==> src/rtl/riscv_alu_pkg.sv <==
// riscv_alu_pkg
//   Shared definitions for the RV32I ALU decode path: alu_control codes,
//   opcode/funct3/funct7 constants and the decoded-entry struct that the
//   decoder produces, the decode stage buffers and the ALU consumes.
//   No ports (package).
package riscv_alu_pkg;

  // ALU operation codes carried on alu_control; zero means "no operation"
  localparam logic [5:0] ALU_NONE  = 6'h00;
  localparam logic [5:0] ALU_ADD   = 6'h01;
  localparam logic [5:0] ALU_SUB   = 6'h02;
  localparam logic [5:0] ALU_SLL   = 6'h03;
  localparam logic [5:0] ALU_SLT   = 6'h04;
  localparam logic [5:0] ALU_SLTU  = 6'h05;
  localparam logic [5:0] ALU_XOR   = 6'h06;
  localparam logic [5:0] ALU_SRL   = 6'h07;
  localparam logic [5:0] ALU_SRA   = 6'h08;
  localparam logic [5:0] ALU_OR    = 6'h09;
  localparam logic [5:0] ALU_AND   = 6'h0A;
  localparam logic [5:0] ALU_ADDI  = 6'h0B;
  localparam logic [5:0] ALU_SLLI  = 6'h0C;
  localparam logic [5:0] ALU_SLTI  = 6'h0D;
  localparam logic [5:0] ALU_ANDI  = 6'h0E;
  localparam logic [5:0] ALU_XORI  = 6'h0F;
  localparam logic [5:0] ALU_SRLI  = 6'h10;
  localparam logic [5:0] ALU_SLTIU = 6'h11;

  localparam logic [6:0] OPCODE_OP     = 7'b0110011;
  localparam logic [6:0] OPCODE_OP_IMM = 7'b0010011;

  localparam logic [2:0] F3_ADD_SUB = 3'd0;
  localparam logic [2:0] F3_SLL     = 3'd1;
  localparam logic [2:0] F3_SLT     = 3'd2;
  localparam logic [2:0] F3_SLTU    = 3'd3;
  localparam logic [2:0] F3_XOR     = 3'd4;
  localparam logic [2:0] F3_SR      = 3'd5;
  localparam logic [2:0] F3_OR      = 3'd6;
  localparam logic [2:0] F3_AND     = 3'd7;

  localparam logic [6:0] F7_BASE = 7'b0000000;
  localparam logic [6:0] F7_ALT  = 7'b0100000;

  // One decoded instruction as it travels from decode to the ALU
  typedef struct packed {
    logic [5:0]  aluControl;
    logic [4:0]  rs1Addr;
    logic [4:0]  rs2Addr;
    logic [4:0]  rdAddr;
    logic [31:0] immVal;
    logic        useImm;
    logic        regWrite;
    logic        illegal;
  } decodedEntry_t;

endpackage

==> src/rtl/alu_op_decoder.sv <==
// AluOpDecoder (module alu_op_decoder)
//   Purely combinational decode of one RV32I OP / OP-IMM word into a
//   decodedEntry_t. Anything that is not a legal OP or OP-IMM encoding is
//   flagged illegal with control, write-enable and immediate forced to zero.
// Ports
//   i_instr  in   32  instruction word
//   o_entry  out  decodedEntry_t  decoded fields and flags
module alu_op_decoder
  import riscv_alu_pkg::*;
(
  input  logic [31:0]   i_instr,
  output decodedEntry_t o_entry
);

  logic [6:0] w_opcode;
  logic [2:0] w_funct3;
  logic [6:0] w_funct7;
  logic [5:0] w_code;
  logic       w_isImm;
  logic       w_isShiftImm;

  assign w_opcode = i_instr[6:0];
  assign w_funct3 = i_instr[14:12];
  assign w_funct7 = i_instr[31:25];

  // Pick the ALU code from opcode/funct3/funct7. Any encoding that does not
  // land on a code leaves w_code at ALU_NONE, which is what marks it illegal.
  always_comb begin
    w_code       = ALU_NONE;
    w_isImm      = 1'b0;
    w_isShiftImm = 1'b0;
    if (w_opcode == OPCODE_OP) begin
      unique case (w_funct3)
        F3_ADD_SUB: begin
          if (w_funct7 == F7_BASE)     w_code = ALU_ADD;
          else if (w_funct7 == F7_ALT) w_code = ALU_SUB;
        end
        F3_SLL:  if (w_funct7 == F7_BASE) w_code = ALU_SLL;
        F3_SLT:  if (w_funct7 == F7_BASE) w_code = ALU_SLT;
        F3_SLTU: if (w_funct7 == F7_BASE) w_code = ALU_SLTU;
        F3_XOR:  if (w_funct7 == F7_BASE) w_code = ALU_XOR;
        F3_SR: begin
          if (w_funct7 == F7_BASE)     w_code = ALU_SRL;
          else if (w_funct7 == F7_ALT) w_code = ALU_SRA;
        end
        F3_OR:   if (w_funct7 == F7_BASE) w_code = ALU_OR;
        F3_AND:  if (w_funct7 == F7_BASE) w_code = ALU_AND;
        default: w_code = ALU_NONE;
      endcase
    end else if (w_opcode == OPCODE_OP_IMM) begin
      w_isImm = 1'b1;
      unique case (w_funct3)
        F3_ADD_SUB: w_code = ALU_ADDI;
        F3_SLL: begin
          w_isShiftImm = 1'b1;
          if (w_funct7 == F7_BASE) w_code = ALU_SLLI;
        end
        F3_SLT:  w_code = ALU_SLTI;
        F3_SLTU: w_code = ALU_SLTIU;
        F3_XOR:  w_code = ALU_XORI;
        F3_SR: begin
          w_isShiftImm = 1'b1;
          if (w_funct7 == F7_BASE)     w_code = ALU_SRLI;
          else if (w_funct7 == F7_ALT) w_code = ALU_SRA;
        end
        F3_OR:   w_code = ALU_OR;
        F3_AND:  w_code = ALU_ANDI;
        default: w_code = ALU_NONE;
      endcase
    end
  end

  // Assemble the entry. Register fields always pass through; an illegal word
  // keeps use_imm low so rs2 still shows the raw instr[24:20] field.
  always_comb begin
    o_entry            = '0;
    o_entry.rs1Addr    = i_instr[19:15];
    o_entry.rs2Addr    = i_instr[24:20];
    o_entry.rdAddr     = i_instr[11:7];
    o_entry.illegal    = (w_code == ALU_NONE);
    if (w_code != ALU_NONE) begin
      o_entry.aluControl = w_code;
      o_entry.regWrite   = 1'b1;
      if (w_isImm) begin
        o_entry.useImm  = 1'b1;
        o_entry.rs2Addr = 5'd0;
        if (w_isShiftImm) o_entry.immVal = {27'd0, i_instr[24:20]};
        else              o_entry.immVal = {{20{i_instr[31]}}, i_instr[31:20]};
      end
    end
  end

endmodule

==> src/rtl/alu_decode_stage.sv <==
// AluDecodeStage (module alu_decode_stage)
//   Registered decode stage in front of the register file / ALU. Decodes the
//   incoming word combinationally, then holds results in a head register plus
//   one skid register so the stage runs at full throughput with a registered
//   in_ready. Counts accepted illegal words with a saturating counter.
// Ports
//   clk, rst          clock, synchronous active-high reset
//   flush             drop all buffered entries
//   in_valid/in_ready/in_instr    upstream handshake and instruction
//   out_valid/out_ready           downstream handshake
//   alu_control, rs1_addr, rs2_addr, rd_addr, imm_val_r, use_imm,
//   reg_write, illegal            decoded head entry
//   illegal_count     saturating count of accepted illegal words
module alu_decode_stage
  import riscv_alu_pkg::*;
#(
  parameter int CNT_W = 16
) (
  input  logic             clk,
  input  logic             rst,
  input  logic             flush,
  input  logic             in_valid,
  output logic             in_ready,
  input  logic [31:0]      in_instr,
  output logic             out_valid,
  input  logic             out_ready,
  output logic [5:0]       alu_control,
  output logic [4:0]       rs1_addr,
  output logic [4:0]       rs2_addr,
  output logic [4:0]       rd_addr,
  output logic [31:0]      imm_val_r,
  output logic             use_imm,
  output logic             reg_write,
  output logic             illegal,
  output logic [CNT_W-1:0] illegal_count
);

  typedef enum logic [1:0] {EMPTY, ONE, FULL} occState_t;

  occState_t        r_state;
  decodedEntry_t    r_head;
  decodedEntry_t    r_skid;
  logic             r_inReady;
  logic             r_outValid;
  logic [CNT_W-1:0] r_illegalCount;

  decodedEntry_t    w_dec;
  logic             w_accept;
  logic             w_pop;

  alu_op_decoder u_decoder (
    .i_instr (in_instr),
    .o_entry (w_dec)
  );

  // A flush cycle ignores in_valid entirely, so it can neither push nor count.
  assign w_accept = in_valid & r_inReady & ~flush;
  assign w_pop    = r_outValid & out_ready;

  // Occupancy FSM plus head/skid data. in_ready and out_valid are kept as
  // their own flops, updated on every transition, so both handshake outputs
  // come straight from registers. Consumers only ever see the head; the skid
  // register catches the one extra word accepted while the head is stalled.
  always_ff @(posedge clk) begin
    if (rst) begin
      r_state        <= EMPTY;
      r_head         <= '0;
      r_skid         <= '0;
      r_inReady      <= 1'b1;
      r_outValid     <= 1'b0;
      r_illegalCount <= '0;
    end else begin
      if (w_accept && w_dec.illegal && (r_illegalCount != '1))
        r_illegalCount <= r_illegalCount + CNT_W'(1);

      if (flush) begin
        r_state    <= EMPTY;
        r_inReady  <= 1'b1;
        r_outValid <= 1'b0;
      end else begin
        unique case (r_state)
          EMPTY: begin
            if (w_accept) begin
              r_head     <= w_dec;
              r_state    <= ONE;
              r_outValid <= 1'b1;
            end
          end
          ONE: begin
            if (w_accept && w_pop) begin
              r_head <= w_dec;
            end else if (w_accept) begin
              r_skid    <= w_dec;
              r_state   <= FULL;
              r_inReady <= 1'b0;
            end else if (w_pop) begin
              r_state    <= EMPTY;
              r_outValid <= 1'b0;
            end
          end
          FULL: begin
            if (w_pop) begin
              r_head    <= r_skid;
              r_state   <= ONE;
              r_inReady <= 1'b1;
            end
          end
          default: begin
            r_state    <= EMPTY;
            r_inReady  <= 1'b1;
            r_outValid <= 1'b0;
          end
        endcase
      end
    end
  end

  assign in_ready      = r_inReady;
  assign out_valid     = r_outValid;
  assign alu_control   = r_head.aluControl;
  assign rs1_addr      = r_head.rs1Addr;
  assign rs2_addr      = r_head.rs2Addr;
  assign rd_addr       = r_head.rdAddr;
  assign imm_val_r     = r_head.immVal;
  assign use_imm       = r_head.useImm;
  assign reg_write     = r_head.regWrite;
  assign illegal       = r_head.illegal;
  assign illegal_count = r_illegalCount;

endmodule

==> config.mk <==
export PLATFORM = sky130hd
export DESIGN_NAME = alu_decode_stage
export DESIGN_NICKNAME = d
export VERILOG_FILES = /design/src/rtl/riscv_alu_pkg.sv /design/src/rtl/alu_op_decoder.sv /design/src/rtl/alu_decode_stage.sv
export SDC_FILE = /design/constraint.sdc
export NUM_CORES = 1
export LEC_CHECK = 0
export BUFFER_PORTS_ARGS = -buffer_cell sky130_fd_sc_hd__buf_4
export CAP_MARGIN = 30
export CORE_MARGIN = 1
export CORE_UTILIZATION = 53
export DETAILED_ROUTE_END_ITERATION = 16
export PLACE_DENSITY = 0.79
export REMOVE_ABC_BUFFERS = 1
export SKIP_LAST_GASP = 1
export SYNTH_ARGS = -nofsm -noshare
export SYNTH_HDL_FRONTEND = slang
export SYNTH_SLANG_ARGS = --single-unit
==> constraint.sdc <==
create_clock -name clk -period 3.7 [get_ports clk]
set_input_delay 0.74 -clock clk [delete_from_list [all_inputs] [get_ports clk]]
set_output_delay 0.74 -clock clk [all_outputs]
set_load 0.01 [all_outputs]
==> impl_metrics.env <==
export IMPL_path_max_fanout=15
export IMPL_vias_per_cell=5.71
export IMPL_fin_area_mm2=0.00536
export IMPL_vdd_ir_drop_max_mv=0.193
export IMPL_drt_first_pass_iters=4
export IMPL_ys_warn_count=0
export IMPL_drc=0
export IMPL_diodes=0
export IMPL_max_slew_margin_rel_pct=35.4
export IMPL_avgRoutedWirePerCell_um=14.9
export IMPL_worstSetupStartpointType="primary input"
export IMPL_async_reset_ff_share_pct=0
export IMPL_ys_ff_latch=90
export IMPL_dieArea_mm2=0.00883
export IMPL_ctsHoldBuffers=0
export IMPL_worstMarginPinSlew_ps=969
export IMPL_layout_commonest_cell="buf_4"
export IMPL_ios=111
export IMPL_max_stage_delay_ps=590
export IMPL_ys_types=70
export IMPL_die_x_um=94.0
export IMPL_first_global_vias=4050
export IMPL_grt_usage_pct=25.7
export IMPL_cpMaxStageDelayCell="or4_1"
export IMPL_vias=4163
export IMPL_grt_max_degree=91
export IMPL_r2r_start="illegal_count[0]$_SDFFE_PP0P_"
export IMPL_finalPower_w=0.00192
export IMPL_place_ws_ps=263
export IMPL_final_fill_count=720
export IMPL_root_buffer="clkbuf_8"
export IMPL_finalHoldViolCount=0
export IMPL_multi_input_area_mm2=0.00232
export IMPL_dr_wl_met3_um=487
export IMPL_slew_violations=0
export IMPL_cts_sinks=90
export IMPL_whs_ps=458
export IMPL_synth_area_mm2=0.00448
export IMPL_reg2regPathDepth=7
export IMPL_final_nets=658
export IMPL_area_growth_pct=19.6
export IMPL_top_layer="met4"
export IMPL_core_area_mm2=0.00822
export IMPL_cp_cell_sequence="buf_4, nor2b_1, o311ai_0, o311a_2, nor4_1, nand3_1, or4_1, a21oi_1"
export IMPL_min_path_cells=2
export IMPL_gr_total_overflow=0
export IMPL_avgSynthCellArea_um2=8.08
export IMPL_fin_crit_sh_pct=84.6
export IMPL_p_per_area_mw_per_mm2=359
export IMPL_layout_common_cells="buf_4, nand2_1, dfxtp_1, nor2_1, a21oi_1"
export IMPL_fin_crit_ps=3130
export IMPL_hpwl_um=7220
export IMPL_start_util_pct=54.5
export IMPL_clk_pin_slew_worst_paths_ps=100
export IMPL_cts_buffer_depth=2
export IMPL_htreeDepth=3
export IMPL_drive_gt1_share_pct=27.4
export IMPL_outcome="finished, final reports clean"
export IMPL_cp_top_family="simple AND/OR/NAND/NOR gates"
export IMPL_setup_viol=0
export IMPL_clock_latency_ps=360
export IMPL_critical_path_buf_inv_count=1
export IMPL_cts_setup_buffers=0
export IMPL_skew_ps=15.1
export IMPL_arrival_ps=3420
export IMPL_r2r_end="illegal_count[5]$_SDFFE_PP0P_"
export IMPL_end_kind="flip-flop"
export IMPL_drt_met1_wl_um=4770
export IMPL_seqCellArea_mm2=0.00180
export IMPL_crit_type="primary input to flip-flop"
export IMPL_ctsResizeCount=0
export IMPL_crit_path_start="in_instr[12]"
export IMPL_maxCapViolCount=0
export IMPL_hp_start="r_skid[54]$_SDFFE_PP0P_"
export IMPL_cts_tree="built"
export IMPL_rsz0062_at_grt="false"
export IMPL_wl_met2_um=5430
export IMPL_fmax_ghz=0.319
export IMPL_gp_congestion=0.911
export IMPL_r2r_slack_ps=1110
export IMPL_wirelength_um=10800
export IMPL_num_rows=33
export IMPL_cts_buffers=9
export IMPL_min_to="r_skid[54]$_SDFFE_PP0P_"
export IMPL_drtIter0Drc=241
export IMPL_yosysSeqAreaShare_pct=40.2
export IMPL_leakagePower_nw=2.08
export IMPL_synth_cells=555
export IMPL_portBuffers=109
export IMPL_hold_path_class="flip-flop to flip-flop"
export IMPL_ys_flop_type="dfxtp_1"
export IMPL_grt_antenna_before_repair=0
export IMPL_final_antenna_net_count=0
export IMPL_crit_required_ps=3990
export IMPL_placed_area_mm2=0.00516
export IMPL_synth_edf_count=0
export IMPL_die_y_um=94.0
export IMPL_setup_slack_ps=569
export IMPL_grt_pass1_wl_um=18100
metrics by stage:
stage | utilization (%) | std cells | TNS (ps)
2_1_floorplan | - | 493 | -4.74
3_3_place_gp | 62.5 | 713 | 0
3_5_place_dp | 62.8 | 714 | 0
4_1_cts | 65.3 | 729 | 0
5_1_grt | 65.3 | 729 | 0
6_report | 65.3 | 729 | 0
cell usage after synthesis (all sizes together), types with 2 or more instances:
| cell type | instances | area (µm²) |
|---|---|---|
| nand2 | 107 | 402 |
| dfxtp | 90 | 1800 |
| a21oi | 56 | 299 |
| nor2 | 52 | 195 |
| buf | 31 | 221 |
| clkbuf | 29 | 120 |
| nand3 | 23 | 140 |
| nor3 | 19 | 126 |
| a311oi | 13 | 114 |
| a211oi | 10 | 75.1 |
| nor4 | 10 | 108 |
| a31oi | 8 | 50.1 |
| nand4 | 8 | 50.1 |
| a22o | 7 | 62.6 |
| nand2b | 7 | 51.3 |
| nor2b | 7 | 43.8 |
| o21ai | 6 | 30.0 |
| inv | 5 | 18.8 |
| mux2 | 5 | 56.3 |
| and3 | 4 | 25.0 |
| o211ai | 4 | 30.0 |
| o31a | 4 | 36.3 |
| or3 | 4 | 25.0 |
| and2 | 3 | 18.8 |
| and4 | 3 | 26.3 |
| o21a | 3 | 22.5 |
| o21ba | 3 | 30.0 |
| or2 | 3 | 21.3 |
| a2111oi | 2 | 17.5 |
| a31o | 2 | 17.5 |
| o31ai | 2 | 15.0 |
| o32a | 2 | 21.3 |
| o32ai | 2 | 25.0 |
| or4 | 2 | 15.0 |
final cells by class:
cell class                 instances  area share, %
inverter                           5          0.350
clock inverter                     5           1.19
clock buffer                      10           2.57
tap                              105           2.45
multi-input combinational        398           43.2
sequential                        90           33.6
timing repair buffer             116           16.6
worst register-to-register path: cells and delay by family (launching register included):
kind,cells,cell delay [ps]
AO/OA/AOI/OAI,1,160
adder cells (fa/ha/maj),1,290
flip-flops,1,410
AND/OR/NAND/NOR,5,1660
registers in the layout, indices dropped and copies added, names as in the netlist:
register,count
rd_addr,5
r_skid,35
rs1_addr,5
reg_write,1
alu_control,5
illegal,1
use_imm,1
rs2_addr,5
r_state,2
imm_val_r,12
in_ready,1
out_valid,1
illegal_count,16
worst max path at each step:
stage	to	slack, ps	cells past startpoint
floorplan	r_skid[33]$_SDFFE_PP0P_	-5	4
global placement	illegal_count[5]$_SDFFE_PP0P_	400	8
detailed placement	illegal_count[5]$_SDFFE_PP0P_	260	8
CTS	illegal_count[5]$_SDFFE_PP0P_	640	8
global route	illegal_count[5]$_SDFFE_PP0P_	300	8
finish	illegal_count[5]$_SDFFE_PP0P_	570	8
kinds of logic after synthesis:
group / count (synthesis) / share of synthesized area [%]
multiplexers: 6 / 1.48
adder cells (fa/ha/maj): 1 / 0.279
AND/OR/NAND/NOR: 258 / 29.0
AO/OA/AOI/OAI: 131 / 20.2
flip-flops: 90 / 40.2
XOR/XNOR: 1 / 0.195
buffers and inverters: 67 / 8.51
other: 1 / 0.0837
power by group:
group / internal [W] / total (W) / switching, W
clock: 0.000332 / 0.000697 / 0.000365
combinational: 0.0000980 / 0.000220 / 0.000122
sequential: 0.000990 / 0.00101 / 0.0000175
per-layer routing:
layer	vias up	global-route usage (%)
li1	2067	-
met1	1975	29.7
met2	103	47.1
met3	18	3.88
met4	0	10.4
met5	-	0
Note: power is estimated with default switching activity, not from simulation.
